**config.mk**
```make
export PLATFORM = sky130hd
export DESIGN_NAME = sum_sq_window
export DESIGN_NICKNAME = d
export VERILOG_FILES = /design/src/rtl/sum_sq_window.sv
export SDC_FILE = /design/constraint.sdc
export NUM_CORES = 1
export LEC_CHECK = 0
export BUFFER_PORTS_ARGS = -buffer_cell sky130_fd_sc_hd__clkbuf_2
export CAP_MARGIN = 0
export CORE_UTILIZATION = 62
export CTS_CLUSTER_SIZE = 40
export DETAILED_ROUTE_END_ITERATION = 8
export PLACE_DENSITY = 0.81
export RECOVER_POWER = 100
export SKIP_CTS_REPAIR_TIMING = 1
export SKIP_LAST_GASP = 1
export SLEW_MARGIN = 40
export SYNTH_ARGS = -nofsm -noshare
export SYNTH_HDL_FRONTEND = slang
export SYNTH_SLANG_ARGS = --single-unit
```
**constraint.sdc**
```tcl
create_clock -name clk -period 2.9 [get_ports clk]
set_clock_uncertainty 0.05 [all_clocks]
set_input_delay 0.725 -clock clk [delete_from_list [all_inputs] [get_ports clk]]
set_output_delay 0.725 -clock clk [all_outputs]
set_load 0.05 [all_outputs]
```
**src/rtl/sum_sq_window.sv**
```systemverilog
// Windowed sum of squares over WIN = 2^WIN_LOG2 signed samples, feeding a
// downstream square-root stage. Two stages: square, then accumulate/saturate.
module sum_sq_window #(
  parameter int DATA_W   = 8,
  parameter int WIN_LOG2 = 4,
  parameter int OUT_W    = 16
) (
  input  logic                       clk,
  input  logic                       rst_n,
  input  logic                       s_valid,
  input  logic signed [DATA_W-1:0]   s_data,
  input  logic                       clear,
  output logic        [OUT_W-1:0]    n_out,
  output logic                       n_valid,
  output logic                       n_sat,
  output logic        [WIN_LOG2-1:0] win_idx
);

  // Handshake: a sample is taken on every rising edge with s_valid=1 and
  // clear=0; there is no backpressure. n_valid is a one-cycle strobe and
  // n_out/n_sat are held between strobes.

  localparam int SQ_W  = 2 * DATA_W;
  localparam int ACC_W = SQ_W + WIN_LOG2;
  localparam int EXT_W = (ACC_W > OUT_W) ? ACC_W : OUT_W;
  localparam logic [WIN_LOG2-1:0] LAST_IDX = '1;

  logic [WIN_LOG2-1:0] win_idx_q, win_idx_d;
  logic                s1_valid_q, s1_valid_d;
  logic                s1_last_q, s1_last_d;
  logic [SQ_W-1:0]     s1_sq_q, s1_sq_d;
  logic [ACC_W-1:0]    acc_q, acc_d;
  logic [OUT_W-1:0]    n_out_q, n_out_d;
  logic                n_valid_q, n_valid_d;
  logic                n_sat_q, n_sat_d;

  logic                    accept;
  logic signed [SQ_W-1:0]  s_ext;
  logic signed [SQ_W-1:0]  sq_signed;
  logic [ACC_W-1:0]        sum;
  logic [EXT_W-1:0]        sum_ext;
  logic [EXT_W-1:0]        max_ext;
  logic                    over;

  assign accept = s_valid & ~clear;

  // Sign-extend before multiplying; the product of two DATA_W signed values
  // always fits in SQ_W bits as a non-negative number, so it reads as unsigned.
  assign s_ext     = SQ_W'(s_data);
  assign sq_signed = s_ext * s_ext;

  assign sum     = acc_q + ACC_W'(s1_sq_q);
  assign sum_ext = EXT_W'(sum);
  assign max_ext = EXT_W'({OUT_W{1'b1}});
  assign over    = (sum_ext > max_ext);

  // Stage 1: window position and squared sample.
  always_comb begin
    win_idx_d  = win_idx_q;
    s1_valid_d = 1'b0;
    s1_last_d  = 1'b0;
    s1_sq_d    = s1_sq_q;
    if (clear) begin
      win_idx_d = '0;
    end else if (accept) begin
      win_idx_d  = win_idx_q + WIN_LOG2'(1);
      s1_valid_d = 1'b1;
      s1_last_d  = (win_idx_q == LAST_IDX);
      s1_sq_d    = $unsigned(sq_signed);
    end
  end

  // Stage 2: accumulate; on the last entry publish and restart the window.
  always_comb begin
    acc_d     = acc_q;
    n_out_d   = n_out_q;
    n_sat_d   = n_sat_q;
    n_valid_d = 1'b0;
    if (clear) begin
      acc_d = '0;
    end else if (s1_valid_q) begin
      if (s1_last_q) begin
        acc_d     = '0;
        n_valid_d = 1'b1;
        n_sat_d   = over;
        n_out_d   = over ? {OUT_W{1'b1}} : sum_ext[OUT_W-1:0];
      end else begin
        acc_d = sum;
      end
    end
  end

  always_ff @(posedge clk or negedge rst_n) begin
    if (!rst_n) begin
      win_idx_q  <= '0;
      s1_valid_q <= 1'b0;
      s1_last_q  <= 1'b0;
      s1_sq_q    <= '0;
      acc_q      <= '0;
      n_out_q    <= '0;
      n_valid_q  <= 1'b0;
      n_sat_q    <= 1'b0;
    end else begin
      win_idx_q  <= win_idx_d;
      s1_valid_q <= s1_valid_d;
      s1_last_q  <= s1_last_d;
      s1_sq_q    <= s1_sq_d;
      acc_q      <= acc_d;
      n_out_q    <= n_out_d;
      n_valid_q  <= n_valid_d;
      n_sat_q    <= n_sat_d;
    end
  end

  assign n_out   = n_out_q;
  assign n_valid = n_valid_q;
  assign n_sat   = n_sat_q;
  assign win_idx = win_idx_q;

endmodule

```
==> results.py <==
metrics = {
    "worst_setup_path": {
        "cp_top_family": "adder cells",
        "setup.worst_path.start": "s_data[3]",
        "crit_required_ps": 3100,
        "cp_max_fo": 6,
        "crit_path_cell_trace": "buf_4 > nand2b_1 > fa_2 > fa_1 > inv_1 > fa_1 > inv_1 > fa_1 > inv_1 > ha_4 > or3_1 > o211a_1 > o21a_1 > o31ai_1",
        "start_kind": "input port",
        "path_class": "in -> reg",
        "critPathSlowestCell": "fa_1",
        "r2r-start": "s1_sq_q[0]",
        "critPathCaptureType": "flop",
        "slowest_delay_ps": 540,
        "crit_buf_inv": 4,
        "worst_ep_arrival_time_ps": 4330,
    },
    "power": {
        "total_power_mw": 5.01,
        "powerDensity_nw_per_um2": 798,
        "vdd_drop_max_mv": 0.372,
        "p_leak_nw": 3.09,
    },
    "logic_synthesis": {
        "yosys-top-cells-area": "dfrtp_1 29%, fa_1 18%, ha_1 10%",
        "ys_seq_area_share_pct": 29.3,
        "yosysTopAreaCellShare_pct": 29.3,
        "netlist_area_um2": 5050,
        "synthDistinctLibCells": 53,
        "syn-num-nets": 606,
        "synth_cells": 506,
        "yosys_warnings": 0,
        "yosysTopAreaCell": "dfrtp_1",
        "ys_ff_latch": 59,
        "synth_area_per_cell_um2": 9.97,
    },
    "die": {
        "io_pins": 34,
        "std_cell_rows": 32,
        "initial_utilization_pct": 64.6,
        "die_h_um": 92.2,
        "die-area_um2": 8500,
        "coreArea_um2": 7810,
        "dieWidth_um": 92.2,
    },
    "place": {
        "post_dp_cell_area_um2": 5940,
        "dp_slack_ps": -1780,
        "numPortBuffers": 33,
        "dpl.hpwl_um": 7990,
        "gp_congestion": 0.789,
    },
    "clock_tree": {
        "cts_root_buf": "clkbuf_8",
        "clkSlewWorstSetupHoldPaths_ps": 60,
        "cts_sinks": 59,
        "cts.htree.levels": 3,
        "cts_buffer_depth": 2,
        "clock_latency_ps": 340,
        "cts_buffers": 9,
        "cts_tree": "built",
    },
    "drt": {
        "wl_per_cell_um": 15.3,
        "routed_wl_um": 10800,
        "routed_via_density": 5.51,
        "vias": 3869,
        "initialDrtViolationCount": 105,
        "firstDrtPassIters": 4,
        "ant_nets": 0,
        "drc_errors": 0,
    },
    "layout": {
        "final_common_cell": "inv_1",
        "drive_above_1_share_pct": 26.3,
        "multi_input_comb_area_um2": 3470,
        "synthToLayoutAreaGrowth_pct": 24.3,
        "nets": 695,
        "n_antenna_cell": 0,
        "regArea_um2": 1480,
        "stdcell_area_um2": 6270,
        "fill_cells": 477,
        "final_cell_mix": "76 x inv_1, 59 x dfrtp_1, 55 x buf_4",
    },
    "sta": {
        "max_freq_mhz": 242,
        "slew_headroom_pct": 5.87,
        "finalSetupTns_ps": -13320,
        "fin_ws_ps": -1230,
        "timing_hold_violations_final": 0,
        "period_minus_slack_ps": 4130,
        "worst_slew_pin_slew_ps": 1410,
        "min_period_over_period_pct": 143,
        "setup_violations": 29,
        "fin_hold_ws_ps": 445,
        "rsz0062_at_grt": "true",
        "finalMaxSlewViolations": 0,
    },
    "hold_path": {
        "hp-start": "s1_sq_q[7]",
        "hp-class": "reg -> reg",
    },
    "grt": {
        "antenna_found_initial": 0,
        "grt_overflow": 0,
        "grt_pass1_vias": 3990,
        "grt_usage_pct": 27.0,
        "grt_max_degree": 30,
        "grt_pass1_wl_um": 17800,
    },
    "outcome": {
        "status": "complete, but fails checks",
        "violations": "setup timing",
    },
    "run": {
        "cap_violations": 0,
    },
}
-- state kept, by name, indices dropped and copies added (netlist names) --
name	count
s1_valid_q	1
s1_last_q	1
s1_sq_q	15
n_sat	1
n_out	16
acc_q	20
win_idx	4
n_valid	1
-- logic make-up after synthesis --
group	share of synthesized area [%]
fa+ha+maj	28.7
xor+xnor	5.90
compound gates	16.6
flops	29.3
buf+inv	7.69
mux	0.868
simple gates	11.0
-- synthesized netlist by cell type, drive strengths merged --
library cell	number
o211a	1
or2	2
a21oi	15
o22ai	1
and3	4
xnor2	23
a22o	17
ha	42
a21boi	3
nor3	13
a31oi	3
buf	2
nor3b	1
dfrtp	59
a211oi	1
xor2	11
inv	84
fa	46
nand2	39
nor2b	1
o22a	16
or3	2
mux2	3
and2	13
nor2	20
o31ai	4
a311o	1
mux2i	1
o221ai	1
and3b	1
or3b	1
clkbuf	15
a2111oi	2
nand4	2
a21o	7
o21a	6
nand2b	6
o21ai	25
o211ai	1
o21bai	3
and2b	1
nand3	7
-- per-stage QoR --
| step | cells | utilization, % |
|---|---|---|
| after floorplan | 506 | - |
| after global placement | 678 | 76.0 |
| after detailed placement | 678 | 76.0 |
| after CTS | 694 | 78.9 |
| after global routing | 702 | 80.4 |
| final | 702 | 80.4 |
-- routing by layer --
metal | part of all wire (%) | track usage (%) | vias up | routed length (µm)
li1 | - | - | 1857 | -
met1 | 41 | 31.1 | 1901 | 4410
met2 | 54 | 49.7 | 88 | 5780
met3 | 3.3 | 4.73 | 23 | 353
met4 | 2.1 | 10.2 | 0 | 222
met5 | 0 | 0 | - | 0
-- report_power, final --
group	total, mW	internal (mW)	switching, mW	leakage [nW]
clock network	0.840	0.506	0.334	0.108
registers	1.03	0.948	0.0789	0.791
logic	3.14	1.56	1.58	2.19
total	5.01	3.02	1.99	3.09
-- worst paths after layout --
check                              end  slack [ps]  depth (start not counted)
min in group asynchronous   win_idx[0]         640                          1
min reg2reg                 s1_sq_q[7]         440                          2
max reg2reg                   n_out[0]        -220                         11
max in group asynchronous    acc_q[14]         870                          2
max                        s1_sq_q[14]       -1230                         14
min                         s1_sq_q[7]         440                          2
-- worst reg2reg max path, stage by stage (launching register included) --
cell	delay, ps
dfrtp_1	390
ha_1	240
ha_1	230
a211oi_1	340
o21ai_2	100
a31oi_1	300
o21ai_0	220
a311o_1	390
nor3_2	210
o221ai_4	160
buf_12	170
o22a_2	210
-- area by class of cell --
cell class                      count  area share (%)
Multi-Input combinational cell    346            55.3
Sequential cell                    59            23.5
Timing Repair Buffer               95            10.5
Inverter                           84            5.02
Clock buffer                       10            2.19
Tap cell                          102            2.03
Clock inverter                      6            1.42
No activity file was read; power rests on OpenSTA's default activity.
